===== src/rtl/mac_dot_sequencer.sv =====
`default_nettype none
// ============================================================================
// Module      : mac_dot_sequencer
// Description : Drives one int8 MAC lane (built with LAST_SUM_W=0) through a
//               signed dot product of programmable length. Operand pairs
//               arrive on a valid/ready stream; the MAC double-buffered weight
//               strobes are skewed preload -> load -> enable over three
//               cycles, and MAC products are summed into a SUM_W accumulator
//               returned on a valid/ready result port.
//               Optional build macro: MAC_SEQ_SAT_EN (saturating accumulate
//               with a sticky res_sat flag; otherwise the sum wraps and
//               res_sat is 0).
// Revision    : 1.0 - initial release
// ============================================================================
module mac_dot_sequencer #(
  parameter int DATA_W = 8,
  parameter int ACC_W  = 16,
  parameter int SUM_W  = 32,
  parameter int LEN_W  = 10
) (
  input  logic              clk,
  input  logic              reset,
  input  logic              start,
  input  logic [LEN_W-1:0]  len,
  output logic              busy,
  input  logic [DATA_W-1:0] in_w,
  input  logic [DATA_W-1:0] in_x,
  input  logic              in_valid,
  output logic              in_ready,
  output logic [DATA_W-1:0] mac_weight_in,
  output logic              mac_preload,
  output logic              mac_load,
  output logic              mac_enable,
  output logic [DATA_W-1:0] mac_input_val,
  input  logic [ACC_W-1:0]  mac_out,
  input  logic              mac_out_valid,
  output logic [SUM_W-1:0]  res_data,
  output logic              res_valid,
  input  logic              res_ready,
  output logic              res_sat
);

  typedef enum logic [1:0] {
    ST_IDLE  = 2'd0,
    ST_RUN   = 2'd1,
    ST_DRAIN = 2'd2,
    ST_DONE  = 2'd3
  } state_t;

  state_t            state_q, state_d;
  logic [LEN_W-1:0]  len_q, len_d;
  logic [LEN_W-1:0]  issue_cnt_q, issue_cnt_d;
  logic [LEN_W-1:0]  res_cnt_q, res_cnt_d;
  logic [SUM_W-1:0]  acc_q, acc_d;
  logic              sat_q, sat_d;

  // Two-deep delay line carrying the accept strobe and x operand to the
  // load (t+1) and enable (t+2) slots of the MAC.
  logic              v1_q, v1_d, v2_q, v2_d;
  logic [DATA_W-1:0] x1_q, x1_d, x2_q, x2_d;

  logic              accept;
  logic [LEN_W-1:0]  issue_cnt_inc;
  logic [LEN_W-1:0]  res_cnt_inc;
  logic [SUM_W-1:0]  prod_ext;
  logic [SUM_W-1:0]  acc_add;
  logic              add_clamp;

  assign in_ready      = (state_q == ST_RUN) && (issue_cnt_q < len_q);
  assign accept        = in_valid & in_ready;
  assign issue_cnt_inc = issue_cnt_q + 1'b1;
  assign res_cnt_inc   = res_cnt_q + 1'b1;
  assign prod_ext      = SUM_W'($signed(mac_out));

`ifdef MAC_SEQ_SAT_EN
  localparam logic [SUM_W-1:0] C_SUM_MAX = {1'b0, {(SUM_W-1){1'b1}}};
  localparam logic [SUM_W-1:0] C_SUM_MIN = {1'b1, {(SUM_W-1){1'b0}}};

  // One guard bit exposes signed overflow: the top two bits disagree.
  logic [SUM_W:0] sum_wide;
  logic           ovf;

  assign sum_wide  = {acc_q[SUM_W-1], acc_q} + {prod_ext[SUM_W-1], prod_ext};
  assign ovf       = sum_wide[SUM_W] ^ sum_wide[SUM_W-1];
  assign acc_add   = !ovf ? sum_wide[SUM_W-1:0]
                          : (sum_wide[SUM_W] ? C_SUM_MIN : C_SUM_MAX);
  assign add_clamp = ovf;
`else
  assign acc_add   = acc_q + prod_ext;
  assign add_clamp = 1'b0;
`endif

  // Next-state logic for the job FSM, counters and accumulator.
  always_comb begin
    state_d     = state_q;
    len_d       = len_q;
    issue_cnt_d = issue_cnt_q;
    res_cnt_d   = res_cnt_q;
    acc_d       = acc_q;
    sat_d       = sat_q;

    case (state_q)
      ST_IDLE: begin
        if (start) begin
          len_d       = len;
          issue_cnt_d = '0;
          res_cnt_d   = '0;
          acc_d       = '0;
          sat_d       = 1'b0;
          state_d     = (len == '0) ? ST_DONE : ST_RUN;
        end
      end

      ST_RUN, ST_DRAIN: begin
        if (accept) begin
          issue_cnt_d = issue_cnt_inc;
          if (issue_cnt_inc == len_q) begin
            state_d = ST_DRAIN;
          end
        end
        if (mac_out_valid) begin
          acc_d     = acc_add;
          sat_d     = sat_q | add_clamp;
          res_cnt_d = res_cnt_inc;
          // The final product is added in the same cycle the count completes.
          if ((state_q == ST_DRAIN) && (res_cnt_inc == len_q)) begin
            state_d = ST_DONE;
          end
        end
      end

      ST_DONE: begin
        if (res_ready) begin
          state_d = ST_IDLE;
        end
      end

      default: state_d = ST_IDLE;
    endcase
  end

  // Strobe skew: what is accepted now is loaded next cycle, enabled after.
  always_comb begin
    v1_d = accept;
    x1_d = accept ? in_x : '0;
    v2_d = v1_q;
    x2_d = x1_q;
  end

  // State, counter, accumulator and delay-line registers.
  always_ff @(posedge clk or posedge reset) begin
    if (reset) begin
      state_q     <= ST_IDLE;
      len_q       <= '0;
      issue_cnt_q <= '0;
      res_cnt_q   <= '0;
      acc_q       <= '0;
      sat_q       <= 1'b0;
      v1_q        <= 1'b0;
      v2_q        <= 1'b0;
      x1_q        <= '0;
      x2_q        <= '0;
    end else begin
      state_q     <= state_d;
      len_q       <= len_d;
      issue_cnt_q <= issue_cnt_d;
      res_cnt_q   <= res_cnt_d;
      acc_q       <= acc_d;
      sat_q       <= sat_d;
      v1_q        <= v1_d;
      v2_q        <= v2_d;
      x1_q        <= x1_d;
      x2_q        <= x2_d;
    end
  end

  // Weight is forced to 0 outside accept cycles so idle strobes stay quiet.
  assign mac_preload   = accept;
  assign mac_weight_in = accept ? in_w : '0;
  assign mac_load      = v1_q;
  assign mac_enable    = v2_q;
  assign mac_input_val = x2_q;

  assign busy      = (state_q != ST_IDLE);
  assign res_valid = (state_q == ST_DONE);
  assign res_data  = res_valid ? acc_q : '0;
  assign res_sat   = res_valid & sat_q;

endmodule

`default_nettype wire


===== config.mk =====
export PLATFORM = sky130hd
export DESIGN_NAME = mac_dot_sequencer
export DESIGN_NICKNAME = d
export VERILOG_FILES = /design/src/rtl/mac_dot_sequencer.sv
export SDC_FILE = /design/constraint.sdc
export NUM_CORES = 1
export LEC_CHECK = 0
export CAP_MARGIN = 40
export CORE_MARGIN = 1
export CORE_UTILIZATION = 55
export CTS_CLUSTER_SIZE = 25
export DETAILED_ROUTE_END_ITERATION = 16
export DONT_BUFFER_PORTS = 1
export GPL_TIMING_DRIVEN = 1
export PLACE_DENSITY = 0.68
export SLEW_MARGIN = 20
export SYNTH_ARGS = -nofsm -noshare
export SYNTH_HDL_FRONTEND = slang
export SYNTH_SLANG_ARGS = --single-unit
export TNS_END_PERCENT = 100

===== constraint.sdc =====
create_clock -name clk -period 3.15 [get_ports clk]
set_clock_uncertainty 0.15 [all_clocks]
set_input_delay 0.4725 -clock clk [delete_from_list [all_inputs] [get_ports clk]]
set_output_delay 0.4725 -clock clk [all_outputs]
set_load 0.1 [all_outputs]

==> results.toml <==
[floorplan]
die_area_um2 = 11100
io_pins = 103
core_area_um2 = 10300
start_util_pct = 56.8
die_width_um = 105
num_rows = 37
die_y_um = 105

[timing]
slew_headroom_pct = 41.7
clock.fmax_ghz = 0.324
rsz0062_at_grt = "true"
finalCritPeriodShare_pct = 98.1
maxSlewViolCount = 0
period_needed_ns = 3.09
setup_viol = 0
hold_viol_final = 0
tightest_slew_ns = 0.875
worst_hold_slack_ns = 0.0714

[layout]
antennaDiodeCount = 0
stdcell_area_um2 = 6830
final_nets = 805
syn_to_final_growth_pct = 16.5
finalNonFillerCells = 849
fin_util_pct = 66.2
drive_gt1_share_pct = 16.1

[synthesis]
ys_ff_latch = 82
ys_warn_count = 0
avgSynthCellArea_um2 = 8.87
synth_fa_ha_area_share_pct = 10.6
syn-num-nets = 758
synth_top_family_by_area = "simple AND/OR/NAND/NOR gates"
synth_compound_area_share_pct = 18.6
synth_area_leaders = "dfrtp_1 (35%), ha_1 (10%), and2_1 (5.3%)"
synth_top_cell_by_area = "dfrtp_1"
yosys.area_share.simple_pct = 21.8
synth_area_um2 = 5870
async_flop_share_pct = 100
synth_xor_area_share_pct = 7.76
synth.top_cell.area_share_pct = 35.0
ys_seq_area_share_pct = 35.0
muxShareOfSynthArea_pct = 3.01
synth_cells = 661
synth_edf_count = 0
ys_types = 64
synth_top_flop_cell = "dfrtp_1"

[setup_path]
max_stage_delay_ns = 0.42
cp_num_cells = 9
worstSetupStartpoint = "issue_cnt_q[1]"
worstPathMaxFanout = 5
rr_endpoint = "acc_q[26]"
crit_end = "mac_weight_in[6]"
path_buf_inv = 1
worst_path_max_delay_cell = "dfrtp_1"
critPathLaunchType = "flip-flop"
path_cells = "ha_1 > nor2b_1 > o21a_1 > o21a_1 > o21ai_2 > nand4_1 > nand2_2 > and2_4 > buf_12"
r2r_start = "acc_q[0]"
arrival_ns = 2.47
crit_family = "simple AND/OR/NAND/NOR gates"
cp_common_cell = "o21a_1"
cp-end-kind = "output pin"
regToRegSetupSlack_ns = 0.09
worstRegToRegCells = 12
cp.required_ns = 2.53
critPathKind = "flip-flop to output pin"

[placed_design]
dp.final_hpwl_um = 10200
gp_congestion = 0.900
portBuffers = 0
place_area_um2 = 6510
dp_cells = 829

[routing]
wl_per_cell_um = 16.6
firstDrtPassIters = 4
vias = 5032
route.detailed.drc = 0
drt_iter0_drc = 261
ant_nets = 0
vias_per_cell = 5.93
routed_wl_um = 14100

[global_route]
track_usage_pct = 26.8
grt_pass1_vias = 4928
grt_pass1_wl_um = 23600
grt-ovfl-total = 0
antenna_found_initial = 0
grt_start_max_net_pins = 50

[worst_hold_path]
hold_path.class = "input pin to flip-flop"

[clocking]
root_buffer = "clkbuf_8"
cts.sinks = 82
clk_latency_ns = 0.38
numCtsBuffers = 9
cts_max_level = 3
tritoncts = "done"
clk_pin_slew_ns = 0.09
cts_buffer_depth = 2

[power_and_ir_drop]
p_leak_nw = 3.15
p_per_area_nw_per_um2 = 1000
ir_drop_v = 0.000688

[status]
status = "complete, no violations"

[run]
cap_violations = 0
[placed cells by master, fill, tap and decap left out, types with 6 or more instances in the layout]
master,n
dfrtp_1,82
nand2_1,68
o21ai_0,50
buf_4,48
ha_1,46
and2_1,42
a21oi_1,38
xnor2_1,28
nor2_1,25
xor2_1,24
inv_1,23
nand3_1,21
nor3_1,16
a21o_1,14
mux2_2,13
nand2b_1,9
clkbuf_8,9
buf_12,9
nor2b_1,8
and3_1,8
o211ai_1,8
and2_4,8
nand4_1,6
a31oi_1,6
a211oi_1,6
a22o_1,6
[area by class of cell]
type                            instances  area [um2]
Multi-Input combinational cell        530        3700
Fill cell                             849        3490
Sequential cell                        82        2050
Timing Repair Buffer                   61         593
Tap cell                              136         170
Clock buffer                            9         124
Clock inverter                          7         103
Inverter                               24        91.3
[synthesized netlist by cell type, types with 21 or more instances]
master     n
a21oi_1   40
and2_1    50
clkbuf_1  25
dfrtp_1   82
ha_1      48
inv_1     24
nand2_1   68
nand3_1   21
nor2_1    25
o21ai_0   53
xnor2_1   28
xor2_1    24
[sequential cells by signal, summed over array words and instances, names as in the netlist]
register / flops
mac_input_val: 8
state_q: 2
acc_q: 32
len_q: 10
x1_q: 8
issue_cnt_q: 10
mac_load: 1
res_cnt_q: 10
mac_enable: 1
[logic make-up after synthesis]
logic type	Yosys count
buf+inv	50
flops	82
compound gates	171
fa+ha+maj	49
simple gates	240
other cells	1
mux	16
xor+xnor	52
[routing by layer]
layer	wire length, um	GRT usage (%)	vias to the layer above
met4	414	13.0	0
met5	0	0	-
met1	6100	33.2	2392
met3	715	4.39	33
met2	6880	45.3	152
li1	-	-	2455
[what timing repair did]
| item | CTS | global route |
|---|---|---|
| endpoints found under the hold margin | 33 | 0 |
| hold buffers | 1 | 0 |
| pin swaps | 1 | 5 |
| gates cloned | 0 | 1 |
| endpoints found under the setup margin | 12 | 15 |
| setup buffers | 0 | 0 |
| gates resized for setup | 4 | 13 |
[worst register-to-register path: stages, from the launching register on]
cell and delay (ns):
dfrtp_1 0.37, ha_2 0.20, inv_1 0.05, fa_1 0.39, nand2b_1 0.19, a21oi_2 0.15
and4bb_2 0.28, nor4_2 0.33, buf_4 0.17, o21ai_1 0.14, o21bai_2 0.26, a2111o_1 0.19
nand3_1 0.07
[worst min path at each step]
stage            start                to  slack (ns)  cells after the start
2_1_floorplan  x1_q[0]  mac_input_val[0]        0.18                      0
3_3_place_gp   x1_q[2]  mac_input_val[2]        0.18                      0
6_report       in_x[1]           x1_q[1]        0.07                      1
3_5_place_dp   x1_q[1]  mac_input_val[1]        0.18                      0
4_1_cts        in_x[1]           x1_q[1]        0.05                      1
5_1_grt        in_x[2]           x1_q[2]        0.06                      1
[where the power goes]
part | switching (mW) | leakage [nW] | internal (mW)
Sequential | 0.675 | 1.05 | 1.43
Combinational | 2.31 | 1.98 | 1.56
Clock | 0.427 | 0.110 | 0.453
Total | 3.41 | 3.15 | 3.44
[per-stage QoR]
step | power [mW] | setup WS [ns] | TNS, ns
after floorplan | 4.88 | -0.0867 | -0.260
after global placement | 5.72 | -0.0360 | -0.0711
after detailed placement | 5.83 | -0.139 | -0.273
after CTS | 6.75 | 0.0228 | 0
after global routing | 7.34 | -0.0582 | -0.419
final | 6.85 | 0.0612 | 0
Power figures use the tool's default switching activity.
